File: src/rtl/alu_cmd_seq.sv
// Command sequencer for an external 4-bit ALU, with a 4x4-bit register file and a held response.
// Optional: define ALU_CMD_SEQ_PERF_EN to add the op_count handshake counter output.
module alu_cmd_seq #(
    parameter int unsigned ISSUE_WAIT = 1
) (
    input  logic       clk,
    input  logic       rst_n,
    // Both handshakes: a transfer happens on a rising edge where valid=1 and ready=1;
    // the sender holds its payload stable while valid=1 and ready=0.
    input  logic       cmd_valid,
    output logic       cmd_ready,
    input  logic [2:0] cmd_op,
    input  logic [1:0] cmd_rd,
    input  logic [1:0] cmd_ra,
    input  logic [1:0] cmd_rb,
    input  logic [3:0] cmd_imm,
    input  logic       cmd_use_imm,
    output logic [3:0] alu_a,
    output logic [3:0] alu_b,
    output logic [2:0] alu_opcode,
    input  logic [3:0] alu_results,
    input  logic       alu_zero,
    input  logic       alu_carry,
    output logic       rsp_valid,
    input  logic       rsp_ready,
    output logic [3:0] rsp_data,
    output logic       rsp_zero,
    output logic       rsp_carry,
    output logic [1:0] state_dbg  // 0 IDLE, 1 ISSUE, 2 CAPTURE, 3 RESP
`ifdef ALU_CMD_SEQ_PERF_EN
    ,
    output logic [7:0] op_count
`endif
);

    localparam logic [2:0] OP_LOAD   = 3'b111;
    localparam logic [3:0] WAIT_LAST = 4'(ISSUE_WAIT - 1);

    typedef enum logic [1:0] {
        IDLE    = 2'd0,
        ISSUE   = 2'd1,
        CAPTURE = 2'd2,
        RESP    = 2'd3
    } state_t;

    state_t     state, state_next;
    logic [3:0] wait_cnt;
    logic [3:0] regs [0:3];
    logic [1:0] lat_rd;
    logic [3:0] lat_imm;
    logic       lat_load;
    logic       accept;
    logic       rsp_hs;

    assign accept    = cmd_valid && (state == IDLE);
    assign rsp_hs    = rsp_ready && (state == RESP);
    assign cmd_ready = (state == IDLE);
    assign rsp_valid = (state == RESP);
    assign state_dbg = state;

    always_ff @(posedge clk or negedge rst_n) begin
        if (!rst_n) state <= IDLE;
        else        state <= state_next;
    end

    always_comb begin
        state_next = state;
        case (state)
            IDLE: begin
                if (cmd_valid) state_next = (cmd_op == OP_LOAD) ? CAPTURE : ISSUE;
            end
            ISSUE: begin
                if (wait_cnt == WAIT_LAST) state_next = CAPTURE;
            end
            CAPTURE: state_next = RESP;
            RESP: begin
                if (rsp_ready) state_next = IDLE;
            end
            default: state_next = IDLE;
        endcase
    end

    // Counts the cycles spent in ISSUE so the operands are held ISSUE_WAIT cycles.
    always_ff @(posedge clk or negedge rst_n) begin
        if (!rst_n)              wait_cnt <= '0;
        else if (accept)         wait_cnt <= '0;
        else if (state == ISSUE) wait_cnt <= wait_cnt + 4'd1;
    end

    // Sources are read at accept, so rd==ra/rb sees the old register value.
    always_ff @(posedge clk or negedge rst_n) begin
        if (!rst_n) begin
            alu_a      <= '0;
            alu_b      <= '0;
            alu_opcode <= '0;
            lat_rd     <= '0;
            lat_imm    <= '0;
            lat_load   <= 1'b0;
        end else if (accept) begin
            lat_rd   <= cmd_rd;
            lat_imm  <= cmd_imm;
            lat_load <= (cmd_op == OP_LOAD);
            if (cmd_op != OP_LOAD) begin
                alu_a      <= regs[cmd_ra];
                alu_b      <= cmd_use_imm ? cmd_imm : regs[cmd_rb];
                alu_opcode <= cmd_op;
            end
        end
    end

    always_ff @(posedge clk or negedge rst_n) begin
        if (!rst_n) begin
            for (int i = 0; i < 4; i++) regs[i] <= '0;
            rsp_data  <= '0;
            rsp_zero  <= 1'b0;
            rsp_carry <= 1'b0;
        end else if (state == CAPTURE) begin
            if (lat_load) begin
                regs[lat_rd] <= lat_imm;
                rsp_data     <= lat_imm;
                rsp_zero     <= (lat_imm == 4'd0);
                rsp_carry    <= 1'b0;
            end else begin
                regs[lat_rd] <= alu_results;
                rsp_data     <= alu_results;
                rsp_zero     <= alu_zero;
                rsp_carry    <= alu_carry;
            end
        end
    end

`ifdef ALU_CMD_SEQ_PERF_EN
    always_ff @(posedge clk or negedge rst_n) begin
        if (!rst_n)      op_count <= '0;
        else if (rsp_hs) op_count <= op_count + 8'd1;
    end
`else
    logic unused_hs;
    assign unused_hs = rsp_hs;
`endif

endmodule

File: config.mk
export PLATFORM = sky130hd
export DESIGN_NAME = alu_cmd_seq
export DESIGN_NICKNAME = d
export VERILOG_FILES = /design/src/rtl/alu_cmd_seq.sv
export SDC_FILE = /design/constraint.sdc
export NUM_CORES = 1
export LEC_CHECK = 0
export CAP_MARGIN = 30
export CELL_PAD_IN_SITES_DETAIL_PLACEMENT = 0
export CELL_PAD_IN_SITES_GLOBAL_PLACEMENT = 1
export CORE_ASPECT_RATIO = 0.5
export CORE_MARGIN = 2
export CORE_UTILIZATION = 35
export CTS_CLUSTER_DIAMETER = 30
export CTS_CLUSTER_SIZE = 10
export DETAILED_ROUTE_END_ITERATION = 10
export GPL_TIMING_DRIVEN = 0
export HOLD_SLACK_MARGIN = 0.02
export PLACE_DENSITY_LB_ADDON = 0.1
export REMOVE_ABC_BUFFERS = 1
export SLEW_MARGIN = 30
export SYNTH_ARGS = -nofsm -noshare
export SYNTH_HDL_FRONTEND = slang
export SYNTH_SLANG_ARGS = --single-unit
File: constraint.sdc
create_clock -name clk -period 2.55 [get_ports clk]
set_clock_uncertainty 0.1 [all_clocks]
set_input_delay 0.51 -clock clk [delete_from_list [all_inputs] [get_ports clk]]
set_output_delay 0.51 -clock clk [all_outputs]
set_load 0.1 [all_outputs]
==> results.tsv, run 1 <==
metric	value	unit
avgSynthCellArea	11.1	um^2
drive_above_1_share	8.94	%
tritoncts	built	
ios	45	
diodes	0	
antenna_left	0	
post-dp-hpwl	3450	um
grt_overflow	0	
regToRegSetupSlack	0.22	ns
synthToLayoutAreaGrowth	30.6	%
finalHoldViolCount	0	
clk_latency	0.29	ns
maxCapViolCount	0	
worst_setup_path_end_kind	output port	
worstMarginPinSlew	0.987	ns
finalCritPeriodShare	97.4	%
synth_warnings	0	
io_buffers	44	
final_cell_mix	dfrtp_1, clkdlybuf4s50_1, nand2_1	
ys_ff_latch	46	
crit_buf_inv	1	
cts-root-buf	clkbuf_16	
ctsHoldBuffers	0	
synth_cells	191	
rsz0062_at_grt	no	
grt_use_total	15.7	%
crit_family	buffers and inverters	
die-width	114	um
drt_iter0_drc	87	
cts_max_path_buffers	2	
gp_congestion	0.710	
fin_tns_setup	0	ns
cpMaxStageDelayCell	clkdlybuf4s50_1	
die_area	6750	um^2
ys_seq_area_share	54.1	%
wl_per_cell	15.2	um
synth.top_cell.area_share	54.1	%
critPathKind	flip-flop to output port	
synth_largest_area_cell	dfrtp_1	
cpPeakStageDelay	1.16	ns
start_util	35.6	%
wirelength	4740	um
status	complete, no violations	
cts_setup_buffers	0	
yosysUniqueCellTypes	28	
clock-sinks	46	
arrival	1.87	ns
fp.dieH	59.1	um
core.rowCount	20	
setup_violations	0	
required	1.94	ns
first_global_vias	1553	
coreArea	5980	um^2
dr_total_vias	1520	
fmax	403	MHz
grt_antenna_before_repair	0	
clk_pin_slew	0.06	ns
slew_violations	0	
path_max_fanout	5	
min_path_type	primary input to asynchronous set/reset pin	
fin_nets	264	
finalInstanceArea	2780	um^2
maxSlewHeadroom	34.0	%
drc_errors	0	
firstDrtPassIters	4	
path_cells	clkdlybuf4s50_1	
viasPerCell	4.87	
htree_levels	2	
cts_made_buffers	5	
final.min_clock_period	2.48	ns
placed_cell_area	2630	um^2
synth.area.top_cells	dfrtp_1, mux4_2, nand2_1	
synth_area	2130	um^2
crit_path_start_kind	flip-flop	
grt_pass1_wl	7860	um
mostFrequentLayoutCell	dfrtp_1	
grt_max_degree	47	
-- layout make-up --
class                   instances  area, um^2
fillers                       562        3200
repair buffers                 44         438
well taps                      77        96.3
multi-input cells             129         913
inverters                       8        32.5
clock inverters                 1        5.00
flip-flops and latches         46        1150
clock buffers                   7         143
-- cells in the mapped netlist --
cell type,n
nor3b_2,1
xor2_1,2
mux2i_1,10
nor2_1,13
or3b_1,1
inv_1,7
o21ai_1,2
nor4_1,1
mux2_1,4
nand4_1,2
ha_1,6
a31o_1,1
buf_2,1
a222oi_1,1
nand2b_1,1
nand3_1,2
nand3b_1,3
clkbuf_1,7
a21oi_1,17
xnor2_1,1
mux2_2,1
dfrtp_1,46
o21ai_0,14
and2_1,2
nand2_1,33
inv_4,1
o22a_1,3
mux4_2,8
-- cells by family (layout without fill, tap and decap cells) --
logic type | after synthesis | in the layout | share of synthesized area (%)
xor+xnor | 3 | 3 | 1.24
buf+inv | 16 | 60 | 3.00
fa+ha+maj | 6 | 6 | 3.53
flops | 46 | 46 | 54.1
simple gates | 59 | 59 | 12.4
mux | 23 | 23 | 15.8
compound gates | 38 | 38 | 9.88
-- flip-flops by register name (all words and copies together), names as in the netlist, 3 cells and up --
register    cells
alu_a           4
alu_b           4
alu_opcode      3
lat_imm         4
regs           16
rsp_data        4
wait_cnt        4
-- metal layers --
| metal | up-vias | wire (um) | track usage, % |
|---|---|---|---|
| met4 | 0 | 54 | 5.23 |
| met5 | - | 0 | 0 |
| met1 | 741 | 2320 | 21.4 |
| met2 | 24 | 2160 | 24.7 |
| met3 | 6 | 203 | 4.50 |
| li1 | 749 | - | - |
-- worst paths after layout --
path                              start  cells after the start             to
max in group asynchronous         rst_n                      1  alu_opcode[1]
max                        state_dbg[1]                      1   state_dbg[1]
min reg2reg                    alu_a[1]                      1       alu_a[1]
max reg2reg                state_dbg[0]                      5       alu_a[0]
min                               rst_n                      1    rsp_data[3]
min in group clk               alu_a[1]                      1       alu_a[1]
-- through the flow --
stage          cells  utilization (%)  hold slack (ns)  setup slack (ns)
2_1_floorplan    183                -            0.114            -0.730
3_3_place_gp     304             44.0            0.371            -0.460
3_5_place_dp     304             44.0            0.382            -0.142
4_1_cts          312             46.4            0.156            0.0598
5_1_grt          312             46.5            0.171            0.0194
6_report         312             46.5            0.122            0.0666
-- repair_timing --
item | CTS | global route
setup endpoints to repair | 2 | 4
pin swaps | 0 | 0
resized for setup | 4 | 1
hold endpoints to repair | 0 | 0
Power of run 1 is left out: the tool's default activity adds up to more than one toggle a clock period on the data nets, which glitch-free logic cannot reach.
==> run 2, diff against run 1 <==
Settings changed: CTS_BUF_LIST from default to sky130_fd_sc_hd__clkbuf_16, GPL_TIMING_DRIVEN 0 to default, RECOVER_POWER from default to 25.
==> run 2 against run 1 <==
Effect of this change: register-to-register slack improved by 0.28 ns; via count fell by 0.20%; wire length decreased by 2.7%; sequential share of layout area up 0.19 points; fmax grew 21%; clock-buffer cell count fell by 2; cell count grew 0.64%; hold slack improved by 0.27 ns; global-route usage decreased by 0.38 points; critical path depth increased by 4; first-iteration DRC count shrank 10%; highest routed layer unchanged.
==> results.tsv, run 2 (synthesis results as in run 1) <==
metric	value	unit	change
required	2.62	ns	+0.68 ns
grt_pass1_wl	7750	um	-1.4%
fp.dieH	59.1	um	unchanged
maxSlewHeadroom	23.5	%	-10 points
clk_pin_slew	0.06	ns	about the same
drive_above_1_share	17.7	%	+8.8 points
worstMarginPinSlew	1.15	ns	+0.160 ns
setup_violations	0		unchanged
post-dp-hpwl	3440	um	-0.17%
htree_levels	2		unchanged
clock-sinks	46		unchanged
cts-root-buf	clkbuf_16		
finalCritPeriodShare	80.5	%	-17 points
viasPerCell	4.83		-0.83%
first_global_vias	1511		-2.7%
largest_register_ffs	16		unchanged
finalHoldViolCount	0		unchanged
wl_per_cell	14.7	um	-3.3%
start_util	35.6	%	unchanged
final.min_clock_period	2.05	ns	-0.431 ns
clk_latency	0.28	ns	about the same
grt_use_total	15.4	%	-0.38 points
crit_path_start_kind	flip-flop		
antenna_left	0		unchanged
diodes	0		unchanged
pre_cts_ws	0.299	ns	+0.441 ns
cts_max_path_buffers	2		unchanged
arrival	2.12	ns	+0.25 ns
mostFrequentLayoutCell	dfrtp_1		
cts_made_buffers	5		unchanged
status	complete, no violations		
rsz0062_at_grt	no		
slew_violations	0		unchanged
core.rowCount	20		unchanged
fmax	487	MHz	+21%
die_area	6750	um^2	unchanged
grt_antenna_before_repair	0		unchanged
grt_overflow	0		unchanged
regMostFlops	regs		
path_max_fanout	11		+6
firstDrtPassIters	4		unchanged
coreArea	5980	um^2	unchanged
ctsHoldBuffers	0		unchanged
io_buffers	44		unchanged
final_cell_mix	dfrtp_1, nand2_1, clkdlybuf4s50_1, buf_4, a21oi_1		
post_cts_resized	0		-4
tritoncts	built		
critPathKind	flip-flop to flip-flop		
fin_ws	0.498	ns	+0.431 ns
synthToLayoutAreaGrowth	30.1	%	
wirelength	4620	um	-2.7%
gp_congestion	0.741		+4.4%
grt_max_degree	47		unchanged
fin_nets	267		+1.1%
ios	45		unchanged
min_path_type	flip-flop to flip-flop		
drt_iter0_drc	78		-10%
worst_setup_path_end_kind	flip-flop		
die-width	114	um	unchanged
cts_setup_buffers	0		unchanged
maxCapViolCount	0		unchanged
dr_total_vias	1517		-0.20%
drc_errors	0		unchanged
==> run 2: through the flow <==
step	instances	instance area [um^2]	setup TNS, ns	hold WS (ns)	util [%]
after global routing	314	2770	0	0.431	46.3
after detailed placement	307	2610	0	0.386	43.6
after floorplan	183	2100	-7.98	0.114	-
after CTS	314	2770	0	0.244	46.3
final	314	2770	0	0.394	46.3
after global placement	307	2610	0	0.378	43.6
==> run 2: final cells by class <==
cell class | count | area, um^2
fillers | 595 | 3210
flip-flops and latches | 46 | 1150
multi-input cells | 129 | 912
repair buffers | 47 | 415
clock buffers | 5 | 125
well taps | 77 | 96.3
clock inverters | 2 | 33.8
inverters | 8 | 32.5
==> run 2: worst paths after layout <==
kind / start / end / slack [ns] / cells after the start
worst min register to register: alu_a[1] / alu_a[1] / 0.39 / 1
worst min-delay path: alu_a[1] / alu_a[1] / 0.39 / 1
max in group asynchronous: rst_n / alu_a[0] / 1.21 / 2
worst max register to register: state_dbg[0] / alu_a[0] / 0.50 / 5
min in group asynchronous: rst_n / rsp_data[3] / 0.43 / 2
worst max-delay path: state_dbg[0] / alu_a[0] / 0.50 / 5
==> run 2: metal layers <==
layer	wire length [um]	vias up	track usage (%)
met3	197	2	4.09
li1	-	758	-
met4	15	0	3.66
met1	2360	727	21.8
met5	0	-	0
met2	2040	30	23.9
==> run 2: worst max-delay path: stages (launching register included) <==
cell and delay, ns:
dfrtp_1 0.42, inv_1 0.12, ha_1 0.32, and2_1 0.19
and2_1 0.41, mux2_2 0.38
Power of run 2 is left out for the same reason.
==> run 3, diff against run 2 <==
Clock period 2.55 ns to 1.7 ns, I/O delays scaled along.
==> run 3 against run 2 <==
Effect of this change: the run now ends with setup timing left; global-route usage is 1.1 points higher; die area unchanged; register-to-register slack worse by 0.63 ns; critical path type unchanged; highest routed layer unchanged.
==> results.tsv, run 3 (synthesis results as in run 1) <==
metric	value	unit	change
maxSlewHeadroom	57.2	%	+34 points
place_inst	333		+8.5%
finalCritPeriodShare	108	%	+27 points
fin_nets	299		+12%
regMostFlops	regs		
largest_register_ffs	16		unchanged
start_util	35.6	%	unchanged
cts_max_path_buffers	2		unchanged
htree_levels	2		unchanged
final_cell_mix	dfrtp_1, nand2_1, buf_4		
io_buffers	44		unchanged
firstDrtPassIters	4		unchanged
status	finished, violations left		
grt_max_degree	47		unchanged
clk_latency	0.28	ns	about the same
min_path_type	flip-flop to flip-flop		
first_global_vias	1666		+10%
tritoncts	built		
final.min_clock_period	1.84	ns	-0.217 ns
clock-sinks	46		unchanged
fin_cells	347		+11%
register_area	1150	um^2	unchanged
fin_tns_setup	-0.203	ns	-0.203 ns
cpPeakStageDelay	0.37	ns	-0.05 ns
cpMaxStageDelayCell	dfrtp_1		
antenna_left	0		unchanged
grt_antenna_before_repair	0		unchanged
critPathKind	flip-flop to flip-flop		
setup_violations	2		+2
wl_per_cell	14.1	um	-3.8%
final_core_util	55.7	%	+9.4 points
post-dp-hpwl	3690	um	+7.2%
path_cells	inv_1 > ha_2 > or3b_1 > a222oi_1 > buf_4 > mux2_4		
fp.dieH	59.1	um	unchanged
coreArea	5980	um^2	unchanged
gp_congestion	0.735		-0.88%
cts-root-buf	clkbuf_16		
finalHoldViolCount	0		unchanged
clk_pin_slew	0.06	ns	about the same
crit_buf_inv	2		+1
dr_total_vias	1683		+11%
core.rowCount	20		unchanged
rsz0062_at_grt	yes		
diodes	0		unchanged
maxCapViolCount	0		unchanged
worstMarginPinSlew	0.642	ns	-0.505 ns
fin_ws	-0.135	ns	-0.633 ns
cts_made_buffers	5		unchanged
required	1.77	ns	-0.85 ns
synthToLayoutAreaGrowth	56.6	%	
worst_setup_path_end_kind	flip-flop		
mostFrequentLayoutCell	dfrtp_1		
path_max_fanout	2		-9
viasPerCell	4.85		+0.39%
crit_path_start_kind	flip-flop		
crit_family	flip-flops		
drc_errors	0		unchanged
slew_violations	0		unchanged
die-width	114	um	unchanged
grt_pass1_wl	8450	um	+9.1%
ios	45		unchanged
drt_iter0_drc	69		-12%
drive_above_1_share	30.7	%	+13 points
fill_cells	523		-12%
multiInputGateArea	958	um^2	+5.1%
arrival	1.90	ns	-0.22 ns
grt_overflow	0		unchanged
fmax	545	MHz	+12%
violations	setup timing		
die_area	6750	um^2	unchanged
grt_use_total	16.4	%	+1.1 points
wirelength	4910	um	+6.3%
[run 3: tightest hold or removal path, cell delays in order (launching register included)]
cell and delay, ns:
dfrtp_1 0.37, nand2_1 0.06, nand2_1 0.06
[run 3: metrics by stage]
stage	hold WS [ns]	setup WS, ns	cell area [um^2]
global placement	0.239	-0.317	3070
finish	0.408	-0.135	3330
CTS	0.410	-0.131	3320
detailed placement	0.244	-0.338	3070
global route	0.447	-0.227	3330
floorplan	-0.0556	-1.58	2100
[run 3: area by class of cell]
cell class | count | area share, %
clock buffer | 5 | 3.76
timing repair buffer | 79 | 27.8
tap | 77 | 2.89
multi-input combinational | 129 | 28.8
inverter | 8 | 0.977
sequential | 46 | 34.6
clock inverter | 3 | 1.20
[run 3: worst paths after layout]
path                             start            to  cells past startpoint  slack (ns)
max                        wait_cnt[1]  state_dbg[1]                      6       -0.14
min                         lat_imm[0]    lat_imm[0]                      2        0.41
max reg2reg                wait_cnt[1]  state_dbg[1]                      6       -0.14
min reg2reg                 lat_imm[0]    lat_imm[0]                      2        0.41
max in group asynchronous        rst_n      alu_b[0]                      3        0.45
min in group asynchronous        rst_n   rsp_data[3]                      3        0.62
[run 3: repair_timing]
action | CTS | global route
hold endpoints to repair | 46 | 0
setup buffers | 5 | 0
hold buffers | 1 | 0
endpoints found under the setup margin | 11 | 24
pin swaps | 3 | 1
resized for setup | 14 | 4
[run 3: metal layers]
layer  wire length [um]  up-vias  GRT usage (%)
li1                   -      824              -
met1               2410      813           22.8
met2               2250       41           26.7
met3                215        5           3.68
met4                 32        0           4.18
met5                  0        -              0
Power of run 3 is left out for the same reason.
